**config.mk**
```make
export PLATFORM = sky130hd
export DESIGN_NAME = seq_div_32
export DESIGN_NICKNAME = d
export VERILOG_FILES = /design/src/rtl/seq_div_32_pkg.sv /design/src/rtl/seq_div_32_div_step.sv /design/src/rtl/seq_div_32.sv
export SDC_FILE = /design/constraint.sdc
export NUM_CORES = 1
export LEC_CHECK = 0
export BUFFER_PORTS_ARGS = -buffer_cell sky130_fd_sc_hd__clkbuf_2
export CORE_MARGIN = 10
export CORE_UTILIZATION = 35
export CTS_CLUSTER_SIZE = 12
export DETAILED_ROUTE_END_ITERATION = 6
export PLACE_DENSITY_LB_ADDON = 0.12
export SLEW_MARGIN = 20
export SYNTH_ARGS = -nofsm -noshare
export SYNTH_HDL_FRONTEND = slang
export SYNTH_HIERARCHICAL = 1
export SYNTH_SLANG_ARGS = --single-unit
```
**constraint.sdc**
```tcl
create_clock -name clk -period 3.88 [get_ports clk]
set_input_delay 0.388 -clock clk [delete_from_list [all_inputs] [get_ports clk]]
set_output_delay 0.388 -clock clk [all_outputs]
set_load 0.05 [all_outputs]
```
**src/rtl/seq_div_32_pkg.sv**
```systemverilog
// Shared widths, FSM encoding and iteration-counter sizing for the sequential
// 32/16 restoring divider.
package seq_div_32_pkg;

    localparam int M = 16;
    localparam int N = 32;

    // The counter needs one spare bit so it can hold the full iteration count m.
    function automatic int cnt_width(input int width);
        return $clog2(width) + 1;
    endfunction

    localparam int CNT_W = cnt_width(M);

    typedef enum logic [1:0] {
        IDLE = 2'd0,
        CALC = 2'd1,
        DONE = 2'd2
    } state_t;

endpackage

```
**src/rtl/seq_div_32_div_step.sv**
```systemverilog
// One restoring-division step: conditional subtract of the divisor from an
// (m+1)-bit partial remainder that already has the next dividend bit shifted in.
module div_step
    import seq_div_32_pkg::*;
#(
    parameter int m = M
) (
    input  logic [m:0]   rem_in,
    input  logic [m-1:0] divisor,
    output logic [m:0]   rem_out,
    output logic         q_bit
);

    logic [m+1:0] diff;

    // Both operands are below 2^(m+1), so the top bit of the widened
    // difference is a clean borrow flag.
    assign diff    = {1'b0, rem_in} - {2'b00, divisor};
    assign q_bit   = ~diff[m+1];
    assign rem_out = q_bit ? diff[m:0] : rem_in;

endmodule

```
**src/rtl/seq_div_32.sv**
```systemverilog
// Sequential unsigned n/m divider with valid/ready handshakes. Quotient bits
// are produced MSB first, one per cycle, sharing a shift register with the dividend.
module seq_div_32
    import seq_div_32_pkg::*;
#(
    parameter int m = M,
    parameter int n = N
) (
    input  logic         clk,
    input  logic         rst,
    input  logic         in_valid,
    output logic         in_ready,
    input  logic [n-1:0] A,
    input  logic [m-1:0] B,
    output logic         out_valid,
    input  logic         out_ready,
    output logic [m-1:0] Q,
    output logic [m-1:0] R,
    output logic         div_zero,
    output logic         ovf
);

    localparam int cw = cnt_width(m);

    state_t       state_reg;
    logic [cw-1:0] cnt_reg;
    logic [m:0]   pr_reg;
    logic [m-1:0] a_reg;
    logic [m-1:0] b_reg;
    logic [m-1:0] q_reg;
    logic [m-1:0] r_reg;
    logic         out_valid_reg;
    logic         div_zero_reg;
    logic         ovf_reg;

    logic [m:0]   step_in;
    logic [m:0]   step_rem;
    logic         step_q;

    // a_reg holds the not-yet-consumed dividend bits in its upper part and
    // the quotient bits produced so far in its lower part.
    assign step_in = {pr_reg[m-1:0], a_reg[m-1]};

    div_step #(.m(m)) u_step (
        .rem_in  (step_in),
        .divisor (b_reg),
        .rem_out (step_rem),
        .q_bit   (step_q)
    );

    assign in_ready  = (state_reg == IDLE) && !rst;
    assign out_valid = out_valid_reg;
    assign Q         = q_reg;
    assign R         = r_reg;
    assign div_zero  = div_zero_reg;
    assign ovf       = ovf_reg;

    always_ff @(posedge clk) begin
        if (rst) begin
            state_reg     <= IDLE;
            cnt_reg       <= '0;
            pr_reg        <= '0;
            a_reg         <= '0;
            b_reg         <= '0;
            q_reg         <= '0;
            r_reg         <= '0;
            out_valid_reg <= 1'b0;
            div_zero_reg  <= 1'b0;
            ovf_reg       <= 1'b0;
        end else begin
            case (state_reg)
                IDLE: begin
                    if (in_valid) begin
                        if (B == '0) begin
                            q_reg         <= '1;
                            r_reg         <= A[m-1:0];
                            div_zero_reg  <= 1'b1;
                            ovf_reg       <= 1'b0;
                            out_valid_reg <= 1'b1;
                            state_reg     <= DONE;
                        end else if (A[n-1:m] >= B) begin
                            // Upper half already >= divisor: quotient needs more than m bits.
                            q_reg         <= '1;
                            r_reg         <= A[m-1:0];
                            div_zero_reg  <= 1'b0;
                            ovf_reg       <= 1'b1;
                            out_valid_reg <= 1'b1;
                            state_reg     <= DONE;
                        end else begin
                            pr_reg        <= {1'b0, A[n-1:m]};
                            a_reg         <= A[m-1:0];
                            b_reg         <= B;
                            cnt_reg       <= '0;
                            div_zero_reg  <= 1'b0;
                            ovf_reg       <= 1'b0;
                            state_reg     <= CALC;
                        end
                    end
                end
                CALC: begin
                    pr_reg  <= step_rem;
                    a_reg   <= {a_reg[m-2:0], step_q};
                    cnt_reg <= cnt_reg + 1'b1;
                    if (cnt_reg == cw'(m - 1)) begin
                        q_reg         <= {a_reg[m-2:0], step_q};
                        r_reg         <= step_rem[m-1:0];
                        out_valid_reg <= 1'b1;
                        state_reg     <= DONE;
                    end
                end
                DONE: begin
                    if (out_ready) begin
                        out_valid_reg <= 1'b0;
                        state_reg     <= IDLE;
                    end
                end
                default: begin
                    state_reg     <= IDLE;
                    out_valid_reg <= 1'b0;
                end
            endcase
        end
    end

endmodule

```
; ---- Yosys cells after proc, flatten, opt, wreduce, memory -nomap -nowiden
; Cells that the tools add are included.
[totals]
wordCells = 74
out_inout_bits = 36
in_bits = 52
register_bits = 90
[classes]
eq_ne = 9
n_bitwise = 3
order_cmp = 1
reduce_logical = 11
add_sub_neg = 2
muxes = 38
[op_table]
columns = op, count
row1 = $mux W16, 15
row2 = $pmux W16 S2, 4
row3 = $sub A17 B16 Y18, 1
row4 = $ge A16 B16 Y1, 1
row5 = $logic_not A16 Y1, 1
row6 = $reduce_and A4 Y1, 4
row7 = $mux W5, 3
row8 = $mux W2, 5
row9 = $ne A2 B2 Y1 const B, 5
row10 = $pmux W5 S2, 1
row11 = $mux W1, 8
row12 = $pmux W2 S3, 1
row13 = $add A5 B1 Y5 const B, 1
row14 = $eq A5 B4 Y1 const B, 1
row15 = $ne A3 B1 Y1 const B, 1
row16 = $not A1 Y1, 3
row17 = $pmux W1 S3, 1
row18 = $reduce_and A3 Y1, 1
row19 = $eq A2 B1 Y1 const B, 1
row20 = $eq A2 B2 Y1 const B, 1
row21 = $logic_not A2 Y1, 1
row22 = $reduce_and A2 Y1, 1
row23 = $reduce_bool A2 Y1, 1
row24 = $logic_and A1 B1 Y1, 1
row25 = $logic_not A1 Y1, 1

; ---- Depth between registers and ports, before layout
[logic_depth]
word_depth = 5
depth_mapped = 14
ltp_nobuf = 13

; ---- Cells and area by module
; Netlist, hierarchy kept.
[modules_own_cells]
columns = mod, instances, area_per_inst_um2, cells_each
row1 = seq_div_32, 1, 4775.8, 562
row2 = div_step, 1, 1227.4, 171

; ---- Worst setup path before layout
; OpenSTA, ideal clock, no wires.
[synth_timing]
path_kind = register to register
from = reg a_reg[15]
to = reg r_reg[14] (netlist: R[14])
n_path_buf = 0
path_slack_ns = 1.110
period_less_slack_ns = 2.770
t_arrival_ns = 2.650
stages_incl_launch_ff = 14
setup_ns = 0.121
required_time_ns = 3.759
cell_sequence = dfxtp_1 -> inv_1 -> ha_1 -> inv_1 -> fa_1 -> a21o_1 -> and4_1 -> o211ai_1 -> a21oi_1 -> or3_1 -> a31o_2 -> nor2_1 -> nor3_1 -> mux2_2
[synth_via]
elab_chain_cells = 4
[synth_rtl]
columns = element, line
row1 = "start, declared", seq_div_32.sv:28  ; logic [m-1:0] a_reg;
row2 = "start signal, assigned", seq_div_32.sv:91  ; a_reg <= A[m-1:0];
row3 = "start signal, assigned", seq_div_32.sv:102  ; a_reg <= {a_reg[m-2:0], step_q};
row4 = $sub A17 B16 Y18, seq_div_32_div_step.sv:18  ; assign diff = {1'b0, rem_in} - {2'b00, divisor};
row5 = $mux W16, seq_div_32_div_step.sv:20  ; assign rem_out = q_bit ? diff[m:0] : rem_in;
row6 = net step_rem[14], seq_div_32.sv:37  ; logic [m:0] step_rem;
row7 = $mux W16, seq_div_32.sv:104  ; if (cnt_reg == cw'(m - 1)) begin
row8 = $pmux W16 S2, seq_div_32.sv:71  ; case (state_reg)
row9 = "end signal, assigned", seq_div_32.sv:76  ; r_reg <= A[m-1:0];
row10 = "end signal, assigned", seq_div_32.sv:84  ; r_reg <= A[m-1:0];
row11 = "end signal, assigned", seq_div_32.sv:106  ; r_reg <= step_rem[m-1:0];
row12 = "end, declared", seq_div_32.sv:31  ; logic [m-1:0] r_reg;
; The timed path passes the listed nets, and every way through them passes these cells. The select of a mux whose other input is x is not followed.
; A chain may end at the register's enable or synchronous reset.

; ---- Worst setup path after layout
[layout_timing]
from = reg b_reg[1]
to = reg r_reg[10] (netlist: R[10])
[layout_via]
elab_chain_cells = 4
[layout_rtl]
columns = element, line
row1 = "start, declared", seq_div_32.sv:29  ; logic [m-1:0] b_reg;
row2 = "start signal, assigned", seq_div_32.sv:64  ; b_reg <= '0;
row3 = "start signal, assigned", seq_div_32.sv:92  ; b_reg <= B;
row4 = $sub A17 B16 Y18, seq_div_32_div_step.sv:18
row5 = $mux W16, seq_div_32_div_step.sv:20
row6 = net step_rem[10], seq_div_32.sv:37
row7 = $mux W16, seq_div_32.sv:104
row8 = $pmux W16 S2, seq_div_32.sv:71
; The timed path passes the listed nets, and every way through them passes these cells. The select of a mux whose other input is x is not followed.

==> summary.md <==
| Metric | Value |
|---|---|
| I/O pin cnt | `88` |
| Crit path capture type | `flop` |
| LEAKAGE | `3.00 nW` |
| ANT cells | `0` |
| Hold Buf Count CTS | `0` |
| CP startpoint | `b_reg[1]$_SDFFE_PP0P_` |
| Worst flop-to-flop path endpoint | `R[10]$_SDFFE_PP0P_` |
| Vias in the first global route | `around 5600` |
| Max-slew headroom | `51.7%` |
| Initial core utilization | `35.8%` |
| Startpoint class of the critical path | `flop` |
| Max Fclk | `between 300 and 400 MHz` |
| Pwr/cell area | `roughly 550 mW/mm2` |
| WS Path Type | `reg -> reg` |
| Setup tns final | `0 ns` |
| Min Tclk post-route | `3.32 ns` |
| Final HPWL DP | `14700 um` |
| Unrepaired setup endpoints after global routing | `false` |
| Status | `finished clean` |
| Number of buffers added for setup after CTS | `0` |
| Worst-path clk slew | `approximately 0.070 ns` |
| H-tree levels | `3` |
| GRT Total Usage | `around 17%` |
| Final Max Slew Viols | `0` |
| Final Cycle Share | `85.5%` |
| Syn Area/Cell | `8.20 um2` |
| # clock sinks | `90` |
| Total power | `0.00381 W` |
| Worst R2R Start | `b_reg[1]$_SDFFE_PP0P_` |
| WL/cell | `19.3 um` |
| Final setup viols | `0` |
| Clock Latency Late Sink | `0.36 ns` |
| Via count | `5692` |
| Commonest non-fill, non-tap cells in the layout | `nor2_1, dfxtp_1, clkbuf_2` |
| Max Cap Violations | `0` |
| Rows | `47` |
| Post-CTS resize count | `0` |
| Commonest non-fill, non-tap cell in the layout | `nor2_1` |
| CTS Root Cell | `clkbuf_16` |
| First-pass GRT wire length | `31300 um` |
| DR iter-0 viols | `470` |
| Routed Antenna Nets | `0` |
| Synthesized area | `0.00596 mm2` |
| Remaining DRCs | `0` |
| Yosys Warn Count | `6` |
| IO buf count | `between 80 and 90` |
| Initial antenna violation count | `0` |
| Hold Crit Class | `in -> reg` |
| Final Routed Wirelength | `between 15000 and 20000 um` |
| CP arrival | `around 3.6 ns` |
| Actual slew at the worst max-slew pin | `0.722 ns` |
| Mapped Cells | `727` |
| Core ar. | `between 0.015 and 0.02 mm2` |
| Clock Skew | `roughly 0.009 ns` |
| Clock buffer depth | `2` |
| Reg2reg setup slack | `0.56 ns` |
| RePlAce Congestion | `around 0.83` |
| CTS tree | `done` |
| Pre-antenna DRT Iters | `5` |
| Mapped Nets | `approximately 800` |
| FF-to-FF path depth | `12` |
| CP Max Fanout | `15` |
| TritonCTS Buffers | `9` |
| Die Y | `151 um` |
| Layout cells sized above 1 | `21.8%` |
| Largest net degree at the start of global routing | `59` |
| Final net count | `880` |
| Final Hold Viols | `0` |
| CP required | `4.13 ns` |
| Chip width | `151 um` |
| Synth-to-layout area growth | `15.4%` |
| CP endpoint | `R[10]$_SDFFE_PP0P_` |
| Via density | `5.59` |
| Total grt overflow | `0` |
| Die area | `0.0227 mm2` |
| VDD IR max | `approximately 0.00023 V` |
## how the worst min path moves through the flow
stage               cells after the start  slack, ns               startpoint                        end
CTS                                     4       0.29                out_ready  state_reg[1]$_SDFFE_PP0P_
finish                                  4       0.30                out_ready  state_reg[1]$_SDFFE_PP0P_
detailed placement                      2       0.44        Q[5]$_SDFFE_PP0P_          Q[5]$_SDFFE_PP0P_
global route                            3       0.32                    B[14]     b_reg[14]$_SDFFE_PP0P_
floorplan                               1       0.44  cnt_reg[3]$_SDFFE_PP0P_    cnt_reg[3]$_SDFFE_PP0P_
global placement                        2       0.44        Q[5]$_SDFFE_PP0P_          Q[5]$_SDFFE_PP0P_
## stage by stage
stage,instances,util (%),setup slack (ns),hold WS (ns),instance area [um2]
after global placement,1002,39.5,0.626,0.441,6570
final,1018,41.3,0.565,0.298,6880
after detailed placement,1002,39.5,0.609,0.444,6570
after floorplan,727,-,1.11,0.439,5960
after global routing,1018,41.3,0.425,0.319,6880
after CTS,1018,41.3,0.583,0.292,6880
## report_power, final
group          total [W]  internal, W  switching, W
Combinational    0.00171     0.000691       0.00102
Sequential       0.00117      0.00107      0.000107
Clock           0.000927     0.000506      0.000422
## layer usage
| metal | wire (um) | GRT usage, % |
|---|---|---|
| met4 | 456 | 6.85 |
| met3 | 1310 | 3.60 |
| met1 | 9380 | 24.0 |
| met5 | 0 | 0 |
| met2 | 8540 | 25.9 |
## final cells by class
type / instances / area [um2]
Multi-Input combinational cell: 515 / 3650
Tap cell: 220 / 275
Clock inverter: 7 / 81.3
Sequential cell: 90 / 1800
Inverter: 75 / 284
Fill cell: 1711 / 9760
Timing Repair Buffer: 102 / 563
Clock buffer: 9 / 225
## worst max-delay path, stage by stage, from the launching register on
cell	delay (ns)
dfxtp_1	0.34
inv_1	0.09
ha_1	0.28
nor2b_1	0.21
o2111ai_1	0.22
a2111oi_2	0.49
o21ba_4	0.28
nor2_8	0.05
inv_4	0.21
mux2_4	0.32
nor2_1	0.28
nor3_1	0.12
mux2_4	0.30
Note: power is estimated with default switching activity, not from simulation.
